<file path="src/rtl/jvm_fetch_pkg.sv">
// Shared types and opcode-length decode for the bytecode fetch unit.
package jvm_fetch_pkg;
  localparam int BYTE_W     = 8;
  localparam int WIDTH_OUT  = 2 * BYTE_W;
  localparam int ADDR_W     = 16;
  localparam int FIFO_DEPTH = 4;

  typedef enum logic [2:0] {GET_OP, GET_ARG, PRESENT, BUSY, DRAIN} asm_state_e;

  localparam logic [7:0] BIPUSH   = 8'h10;
  localparam logic [7:0] LDC      = 8'h12;
  localparam logic [7:0] NEWARRAY = 8'hBC;
  localparam logic [7:0] LOAD_LO  = 8'h15;
  localparam logic [7:0] LOAD_HI  = 8'h19;
  localparam logic [7:0] STORE_LO = 8'h36;
  localparam logic [7:0] STORE_HI = 8'h3A;

  // Undefined opcodes are single-byte; the decoder's default arm deals with them.
  function automatic logic [1:0] op_len(input logic [7:0] op);
    if (op == BIPUSH || op == LDC || op == NEWARRAY ||
        (op >= LOAD_LO && op <= LOAD_HI) || (op >= STORE_LO && op <= STORE_HI))
      return 2'd2;
    return 2'd1;
  endfunction
endpackage

</file>
<file path="src/rtl/bytecode_fetch_byte_fifo.sv">
// Small power-of-two FIFO with flush; push and pop may coincide.
module byte_fifo #(
  parameter int DEPTH = 4,
  parameter int WIDTH = 8,
  localparam int AW   = $clog2(DEPTH)
) (
  input  logic             clk,
  input  logic             reset,
  input  logic             flush_i,
  input  logic             push_i,
  input  logic [WIDTH-1:0] din_i,
  input  logic             pop_i,
  output logic [WIDTH-1:0] dout_o,
  output logic             full_o,
  output logic             empty_o,
  output logic [AW:0]      count_o
);
  logic [WIDTH-1:0] mem_q [DEPTH];
  logic [AW-1:0]    wr_q, rd_q;
  logic [AW:0]      cnt_q;
  logic             do_push, do_pop;

  assign full_o  = (cnt_q == (AW+1)'(DEPTH));
  assign empty_o = (cnt_q == '0);
  assign count_o = cnt_q;
  assign dout_o  = mem_q[rd_q];
  assign do_push = push_i && !full_o;
  assign do_pop  = pop_i && !empty_o;

  always_ff @(posedge clk) begin
    if (reset || flush_i) begin
      wr_q  <= '0;
      rd_q  <= '0;
      cnt_q <= '0;
    end else begin
      if (do_push) wr_q <= wr_q + AW'(1);
      if (do_pop)  rd_q <= rd_q + AW'(1);
      case ({do_push, do_pop})
        2'b10:   cnt_q <= cnt_q + (AW+1)'(1);
        2'b01:   cnt_q <= cnt_q - (AW+1)'(1);
        default: cnt_q <= cnt_q;
      endcase
    end
  end

  always_ff @(posedge clk) begin
    if (do_push && !reset && !flush_i) mem_q[wr_q] <= din_i;
  end
endmodule

</file>
<file path="src/rtl/bytecode_fetch.sv">
// Prefetches bytecode bytes, assembles {opcode,operand} words and hands them
// to the decoder with a start/ready handshake.
module bytecode_fetch
  import jvm_fetch_pkg::*;
#(
  parameter int BYTE_W_P     = BYTE_W,
  parameter int WIDTH_OUT_P  = WIDTH_OUT,
  parameter int ADDR_W_P     = ADDR_W,
  parameter int FIFO_DEPTH_P = FIFO_DEPTH
) (
  input  logic                   clk,
  input  logic                   reset,
  input  logic                   run,
  input  logic                   pc_load,
  input  logic [ADDR_W_P-1:0]    pc_load_value,
  output logic                   mem_req,
  output logic [ADDR_W_P-1:0]    mem_addr,
  input  logic                   mem_ack,
  input  logic [BYTE_W_P-1:0]    mem_data,
  output logic                   start_for_decoder,
  input  logic                   decoder_ready,
  output logic [WIDTH_OUT_P-1:0] instruction_out,
  output logic [ADDR_W_P-1:0]    pc
);
  localparam int CW = $clog2(FIFO_DEPTH_P) + 1;
  localparam logic [CW-1:0] DEPTH_C = CW'(FIFO_DEPTH_P);

  logic                   req_q, req_d;
  logic [ADDR_W_P-1:0]    fptr_q, fptr_d;
  asm_state_e             state_q, state_d;
  logic [BYTE_W_P-1:0]    op_q, op_d;
  logic [ADDR_W_P-1:0]    oppc_q, oppc_d, pc_q, pc_d, rd_addr;
  logic [WIDTH_OUT_P-1:0] instr_q, instr_d;
  logic                   start_q, start_d;
  logic                   push, pop, fifo_full, fifo_empty;
  logic [BYTE_W_P-1:0]    fifo_dout;
  logic [CW-1:0]          fifo_cnt;

  // Acks arriving with a redirect, or with nothing outstanding, are dropped.
  assign push = mem_ack && req_q && !pc_load && !fifo_full;

  byte_fifo #(.DEPTH(FIFO_DEPTH_P), .WIDTH(BYTE_W_P)) u_fifo (
    .clk     (clk),
    .reset   (reset),
    .flush_i (pc_load),
    .push_i  (push),
    .din_i   (mem_data),
    .pop_i   (pop),
    .dout_o  (fifo_dout),
    .full_o  (fifo_full),
    .empty_o (fifo_empty),
    .count_o (fifo_cnt)
  );

  // The FIFO holds a contiguous run ending just below the fetch pointer,
  // so the head byte's address falls out of the count.
  assign rd_addr = fptr_q - ADDR_W_P'(fifo_cnt);

  always_comb begin
    fptr_d = fptr_q;
    req_d  = req_q;
    if (pc_load) begin
      fptr_d = pc_load_value;
      req_d  = 1'b0;
    end else if (req_q) begin
      if (mem_ack) begin
        fptr_d = fptr_q + ADDR_W_P'(1);
        req_d  = 1'b0;
      end
    end else begin
      req_d = run && (fifo_cnt < DEPTH_C);
    end
  end

  always_comb begin
    state_d = state_q;
    op_d    = op_q;
    oppc_d  = oppc_q;
    instr_d = instr_q;
    pc_d    = pc_q;
    start_d = 1'b0;
    pop     = 1'b0;
    case (state_q)
      GET_OP: if (!pc_load && !fifo_empty) begin
        pop    = 1'b1;
        op_d   = fifo_dout;
        oppc_d = rd_addr;
        if (op_len(fifo_dout) == 2'd2) begin
          state_d = GET_ARG;
        end else begin
          instr_d = {fifo_dout, {BYTE_W_P{1'b0}}};
          pc_d    = rd_addr;
          state_d = PRESENT;
        end
      end
      GET_ARG: if (pc_load) begin
        state_d = GET_OP;
      end else if (!fifo_empty) begin
        pop     = 1'b1;
        instr_d = {op_q, fifo_dout};
        pc_d    = oppc_q;
        state_d = PRESENT;
      end
      PRESENT: if (pc_load) begin
        state_d = GET_OP;
      end else if (decoder_ready) begin
        start_d = 1'b1;
        state_d = BUSY;
      end
      BUSY:    if (!decoder_ready) state_d = DRAIN;
      DRAIN:   if (decoder_ready) state_d = GET_OP;
      default: state_d = GET_OP;
    endcase
  end

  always_ff @(posedge clk) begin
    if (reset) begin
      req_q   <= 1'b0;
      fptr_q  <= '0;
      state_q <= GET_OP;
      op_q    <= '0;
      oppc_q  <= '0;
      instr_q <= '0;
      pc_q    <= '0;
      start_q <= 1'b0;
    end else begin
      req_q   <= req_d;
      fptr_q  <= fptr_d;
      state_q <= state_d;
      op_q    <= op_d;
      oppc_q  <= oppc_d;
      instr_q <= instr_d;
      pc_q    <= pc_d;
      start_q <= start_d;
    end
  end

  assign mem_req           = req_q;
  assign mem_addr          = fptr_q;
  assign start_for_decoder = start_q;
  assign instruction_out   = instr_q;
  assign pc                = pc_q;
endmodule

</file>
<file path="config.mk">
export PLATFORM = sky130hd
export DESIGN_NAME = bytecode_fetch
export DESIGN_NICKNAME = d
export VERILOG_FILES = /design/src/rtl/jvm_fetch_pkg.sv /design/src/rtl/bytecode_fetch_byte_fifo.sv /design/src/rtl/bytecode_fetch.sv
export SDC_FILE = /design/constraint.sdc
export NUM_CORES = 1
export LEC_CHECK = 0
export ABC_AREA = 1
export BUFFER_PORTS_ARGS = -buffer_cell sky130_fd_sc_hd__buf_2
export CAP_MARGIN = 25
export CORE_MARGIN = 1
export CORE_UTILIZATION = 55
export DETAILED_ROUTE_END_ITERATION = 10
export HOLD_SLACK_MARGIN = 0.1
export PLACE_DENSITY = 0.87
export RECOVER_POWER = 50
export REMOVE_ABC_BUFFERS = 1
export SYNTH_ARGS = -nofsm -noshare
export SYNTH_HDL_FRONTEND = slang
export SYNTH_SLANG_ARGS = --single-unit
</file>
<file path="constraint.sdc">
create_clock -name clk -period 6.85 [get_ports clk]
set_clock_uncertainty 0.15 [all_clocks]
set_input_delay 0.3425 -clock clk [delete_from_list [all_inputs] [get_ports clk]]
set_output_delay 0.3425 -clock clk [all_outputs]
set_load 0.005 [all_outputs]
</file>
== After elaboration in Yosys (flattened, before gate mapping) ==
Memories as Yosys holds them, arrays and structs flattened. A register that Yosys moved wholly into a read port is not among the register bits.
Cells that the tools add are included.

* Bits in registers: 84
* RAM bits: 32
* Logic and storage cells: 116
* Output and inout port bits: 50
* Bits of input ports: 30
* Memories: 1

{| class="wikitable"
|+ Memories
! name !! depth !! bits a word !! read ports !! clocked after Yosys merged registers in !! wr ports !! RTL line !! text
|-
| u_fifo.mem_q || 4 || 8 || 1 || 1 || 1 || bytecode_fetch_byte_fifo.sv:18 || <nowiki>logic [WIDTH-1:0] mem_q [DEPTH];</nowiki>
|}

* Reductions and logical operators: 32
* Order comparisons: 5
* Bitwise gates (word level): 1
* $add $sub $neg: 6
* Equality and inequality tests: 19
* Multiplexer cells: 41

{| class="wikitable"
|+ Operator list
! cell !! number
|-
| $mux 16 || 11
|-
| $pmux 16 s2 || 2
|-
| $mux 3 || 7
|-
| $add 16x1->16 const B || 1
|-
| $eq 8x5->1 const B || 2
|-
| $sub 16x3->16 || 1
|-
| $pmux 3 s5 || 1
|-
| $mux 2 || 7
|-
| $ne 2x2->1 const B || 6
|-
| $logic_and 1x1->1 || 11
|-
| $mux 1 || 11
|-
| $reduce_and 5->1 || 2
|-
| $eq 8x8->1 const B || 1
|-
| $ge 8x5->1 const B || 1
|-
| $ge 8x6->1 const B || 1
|-
| $le 8x5->1 const B || 1
|-
| $le 8x6->1 const B || 1
|-
| $reduce_bool 2->1 || 4
|-
| $eq 3x2->1 const B || 2
|-
| $eq 3x3->1 const B || 2
|-
| $logic_not 3->1 || 2
|-
| $ne 3x3->1 const B || 2
|-
| $pmux 3 s2 || 1
|-
| $logic_or 1x1->1 || 5
|-
| other kinds (13) || 19
|}

== Depth between registers and ports, before layout ==
* Depth after elaboration: 15
* Gate-level depth with buffers: 16
* Gate-level depth less buffers: 14

== Modules after synthesis ==
A second synthesis with hierarchy kept.

* Cell total of the unflattened synthesis: 805
* Area, all modules: 5918.2 sq um

{| class="wikitable"
|+ By module, submodules not included
! module !! area an instance (sq um) !! cells each !! times used !! seq. area each (sq um)
|-
| bytecode_fetch || 4196.5 || 653 || 1 || 1541.5
|-
| byte_fifo || 1721.7 || 152 || 1 || 1141.1
|}

== Worst setup path before layout ==
Ideal clock, no wire load.

* Path kind: reg2reg
* Start: register state_q[2]
* End: register u_fifo.cnt_q[2], in the netlist u_fifo.count_o[2]
* Period minus slack after synthesis: 2.407 ns
* Path buffers: 1
* Slack: 4.443 ns
* Arrival time: 2.135 ns
* Library setup time: 0.122 ns
* Stages on the path, launching flop included: 12
* Required time: 6.578 ns
* Path through: dfxtp_1 -> nor3_2 -> inv_1 -> a21oi_2 -> buf_2 -> ha_1 -> inv_1 -> fa_1 -> a21oi_1 -> o21ai_0 -> o21ai_0 -> a21oi_1

* Cells in the longest elaborated chain, start to end: 5
* Elaborated cells on any way between the ends: 8
* Those cells by class: 3 x eq/ne; 2 x mux; 3 x reduce/logical

{| class="wikitable"
|+ RTL lines
! item !! RTL line !! text
|-
| start: declaration || bytecode_fetch.sv:30 || <nowiki>asm_state_e state_q, state_d;</nowiki>
|-
| start signal: assignment || bytecode_fetch.sv:129 || <nowiki>state_q <= state_d;</nowiki>
|-
| $eq 3x1->1 / $logic_not 3->1 (equally long branches) || bytecode_fetch.sv:83 || <nowiki>case (state_q)</nowiki>
|-
| $pmux 1 s2 (*) || bytecode_fetch.sv:83 ||
|-
| $logic_and 1x1->1 (*) || bytecode_fetch_byte_fifo.sv:28 || <nowiki>assign do_pop = pop_i && !empty_o;</nowiki>
|-
| named net u_fifo.do_pop || bytecode_fetch_byte_fifo.sv:21 || <nowiki>logic do_push, do_pop;</nowiki>
|-
| $eq 2x1->1 / $eq 2x2->1 (equally long branches) || bytecode_fetch_byte_fifo.sv:38 || <nowiki>case ({do_push, do_pop})</nowiki>
|-
| $pmux 3 s2 / $reduce_bool 2->1 (equally long branches) || -- ||
|-
| end signal: assignment || bytecode_fetch_byte_fifo.sv:39 || <nowiki>2'b10: cnt_q <= cnt_q + (AW+1)'(1);</nowiki>
|-
| end signal: assignment || bytecode_fetch_byte_fifo.sv:40 || <nowiki>2'b01: cnt_q <= cnt_q - (AW+1)'(1);</nowiki>
|-
| end signal: assignment || bytecode_fetch_byte_fifo.sv:41 || <nowiki>default: cnt_q <= cnt_q;</nowiki>
|-
| end: declaration || bytecode_fetch_byte_fifo.sv:20 || <nowiki>logic [AW:0] cnt_q;</nowiki>
|}

The timed path passes the listed nets; every way through them passes the cells marked *.
A chain may end at the register's enable or synchronous reset.

==> reports/results.tsv <==
stage	metric	value	unit
run_status	status	complete, but fails checks	
run_status	failing checks	max-capacitance violations, max-slew violations	
power	Peak VDD IR	171	uV
synth	Synth area leaders	dfxtp_1 30%, edfxtp_1 17%, nand2_1 13%	
power	Lkg Pwr	0.00318	uW
worst_setup_path	nature of the critical path endpoint	flip-flop	
sta	Final period util	0.425	
flow_run	max-capacitance violation count	1	
synth	Avg Inst Size Synth	7.47	um^2
sta	Setup Total Neg Slack	0	ns
floorplanning	# rows	37	
worst_setup_path	critical path required time	7.11	ns
synth	post-synth top area share	0.298	
detailed_routing	drt initial violations	473	
detailed_routing	final wirelength	13800	um
layout	register area	2680	um^2
cts	Worst-Skew Late Latency	0.52	ns
synth	top-count cell post-synth	nand2_1	
power	Pint	1360	uW
synth	top cells by count, synth	194 x nand2_1, 103 x nor2_1, 98 x inv_1	
synth	Unique masters post-synth	37	
layout	Area growth, synth to finish	21.8	%
worst_setup_path	Cell Chain, Critical Path	inv_4 > nand2_1 > nand3_1 > nand2_1 > nand2_1 > nand2_1 > nand2_1 > a21oi_4 > nand3_4 > nand2_4 > inv_4 > nor2_1 > nor2_1	
power	pwr dens	259	nW/um^2
power	Switching Fraction	0.254	
floorplanning	DIE AREA	10900	um^2
layout	Antenna Cells	0	
global_route	GR Overflow Total	0	
power	combinational power share	0.103	
place	Post-DP HPWL	8400	um
place	Place WS	3.63	ns
sta	RSZ-0062 raised after global routing	false	
detailed_routing	drc violations	0	
worst_setup_path	max incr delay on CP	0.72	ns
worst_setup_path	launching element type of the critical path	flip-flop	
power	sequential power share	0.415	
worst_setup_path	WS Path Type	reg -> reg	
synth	Cells after Synth	775	
worst_setup_path	CP max-delay cell	dfxtp_1	
worst_setup_path	CP max FO	43	
detailed_routing	Routed Antenna Nets	0	
sta	setup violators final	0	
floorplanning	Core ar.	10300	um^2
cts	clk sinks	118	
power	Clock power frac	0.482	
sta	max_slew headroom	-0.355	
synth	Post-Syn Area	5790	um^2
floorplanning	height of the die	105	um
detailed_routing	Top Metal Used	met4	
worst_setup_path	crit-path most repeated cell	nand2_1	
sta	Hold WS	0.117	ns
worst_setup_path	CP delay by family, top	simple AND/OR/NAND/NOR gates	
cts	H-tree levels	4	
synth	Post-synth top flop	dfxtp_1	
detailed_routing	Avg Vias per Cell	5.22	
sta	count of pins over their slew limit	52	
cts	CTS Buf Count	17	
detailed_routing	DRT Pass-1 Iters	5	
worst_setup_path	Worst Path Arrival	3.17	ns
cts	Clock transition at path regs	0.06	ns
floorplanning	Starting Density	0.563	
synth	flops & latches, synth	118	
global_route	Global Route Usage Sum	0.261	
worst_hold_path	hold crit path type	in -> reg	
global_route	antenna violations before repair	0	
place	Port Buffers	79	
detailed_routing	wire length on met2	6630	um
floorplanning	Die Wd	105	um
cts	Post-CTS Setup Inserts	0	
synth	Post-synth EDFFs	32	
floorplanning	Top Ports	80	
layout	multi-input logic area	2530	um^2
synth	YS warnings	0	
layout	post-layout utilization of the core	0.686	
sta	Final min period	2.91	ns
layout	layout cells sized above 1	0.113	
detailed_routing	vias	5330	
global_route	vias in the first global route	5011	
synth	asr flop ratio synth	0	
cts	CTS tree	done	
place	GPL Wtd Cong	0.898	
global_route	first-pass GRT wire length	22900	um
global_route	largest net degree at the start of global routing	52	
detailed_routing	WL/cell	13.5	um
sta	PnR worst setup slack	3.94	ns
cts	CTS max path bufs	2	
layout	final layout net count	913	
sta	Final Hold Violating Endpoints	0	
cts	root buffer cell	clkbuf_8	
worst_setup_path	worst path bufs/invs	2	
layout	number of fill cells in the layout	813	
synth	Yosys top cell by area	dfxtp_1	
sta	f_max	343	MHz
synth	sequential fraction of the synthesis area	0.464	
power	sw power	463	uW
detailed_routing	WL met1	6030	um
sta	measured slew at the worst slew-check pin	2.03	ns
detailed_routing	met3 wire len	827	um
cts	cts repair resizes	0	
## final timing paths
kind | startpoint | to | slack (ns) | cells after the start
setup / recovery | flip-flop | instruction_out[4] | 3.94 | 13
hold / removal | pc_load | mem_addr[9] | 0.12 | 3
setup reg to reg | flip-flop | instruction_out[4] | 3.94 | 13
hold reg to reg | oppc_q[3] | oppc_q[3] | 0.32 | 2
## worst register-to-register path, cell delays in order, from the launching register on
cell,delay [ns]
dfxtp_1,0.72
inv_4,0.19
nand2_1,0.10
nand3_1,0.07
nand2_1,0.24
nand2_1,0.09
nand2_1,0.08
nand2_1,0.08
a21oi_4,0.16
nand3_4,0.14
nand2_4,0.38
inv_4,0.20
nor2_1,0.13
nor2_1,0.06
## per-stage QoR
step | power [uW] | instance area (um^2) | std cells
global placement | 931 | 6180 | 959
finish | 1820 | 7050 | 1021
detailed placement | 936 | 6180 | 959
CTS | 1820 | 7070 | 1020
floorplan | 879 | 5600 | 742
global route | 1890 | 7050 | 1021
## layer usage
| layer | vias to the layer above | global-route usage |
|---|---|---|
| li1 | 2653 | - |
| met3 | 35 | 0.0717 |
| met4 | 0 | 0.113 |
| met2 | 201 | 0.423 |
| met5 | - | 0 |
| met1 | 2441 | 0.326 |
## power groups by stage
stage | registers, uW | clock network (uW) | logic, uW
2_1_floorplan | 767 | 0 | 112
3_3_place_gp | 769 | 0 | 162
3_5_place_dp | 770 | 0 | 166
4_1_cts | 756 | 883 | 182
5_1_grt | 759 | 920 | 211
6_report | 757 | 880 | 188
## what timing repair did
item                       4_1_cts  5_1_grt
hold buffers                    29        0
hold endpoints to repair        51        0
setup endpoints to repair        0        0
## registers in the layout, indices dropped and copies added (netlist names), named ones only
signal             count
u_fifo.mem_q          32
mem_req                1
start_for_decoder      1
u_fifo.count_o         3
instruction_out       16
mem_addr              16
op_q                   8
u_fifo.wr_q            2
state_q                3
pc                    16
oppc_q                16
u_fifo.rd_q            2
## final cells by class
class                      instances  share of cell area
inverter                         102              0.0554
multi-input combinational        522               0.359
sequential                       118               0.381
timing repair buffer             111              0.0966
clock inverter                    15              0.0252
clock buffer                      17              0.0588
tap                              136              0.0242
## cells in the final DEF, fill, tap and decap left out, drive strengths merged, types with 3 or more instances in the layout
cell type and count:
dfxtp 86, nor3 12, edfxtp 32, inv 103
buf 46, o21ai 65, bufinv 3, nand2 196
a21oi 41, a31oi 10, ha 9, nand4 3
nand3 36, clkbuf 53, nor2 114, dlygate4sd3 29
xor2 24, clkinv 9
## cell families after synthesis
group / Yosys count / synth area share
and+or+nand+nor: 364 / 0.259
buffers and inverters: 135 / 0.0991
AOI/OAI and AO/OA: 121 / 0.112
DFF: 118 / 0.464
xor gates and xnor gates: 26 / 0.0394
adders and majority gates: 11 / 0.0264
Note: power is estimated with default switching activity, not from simulation.
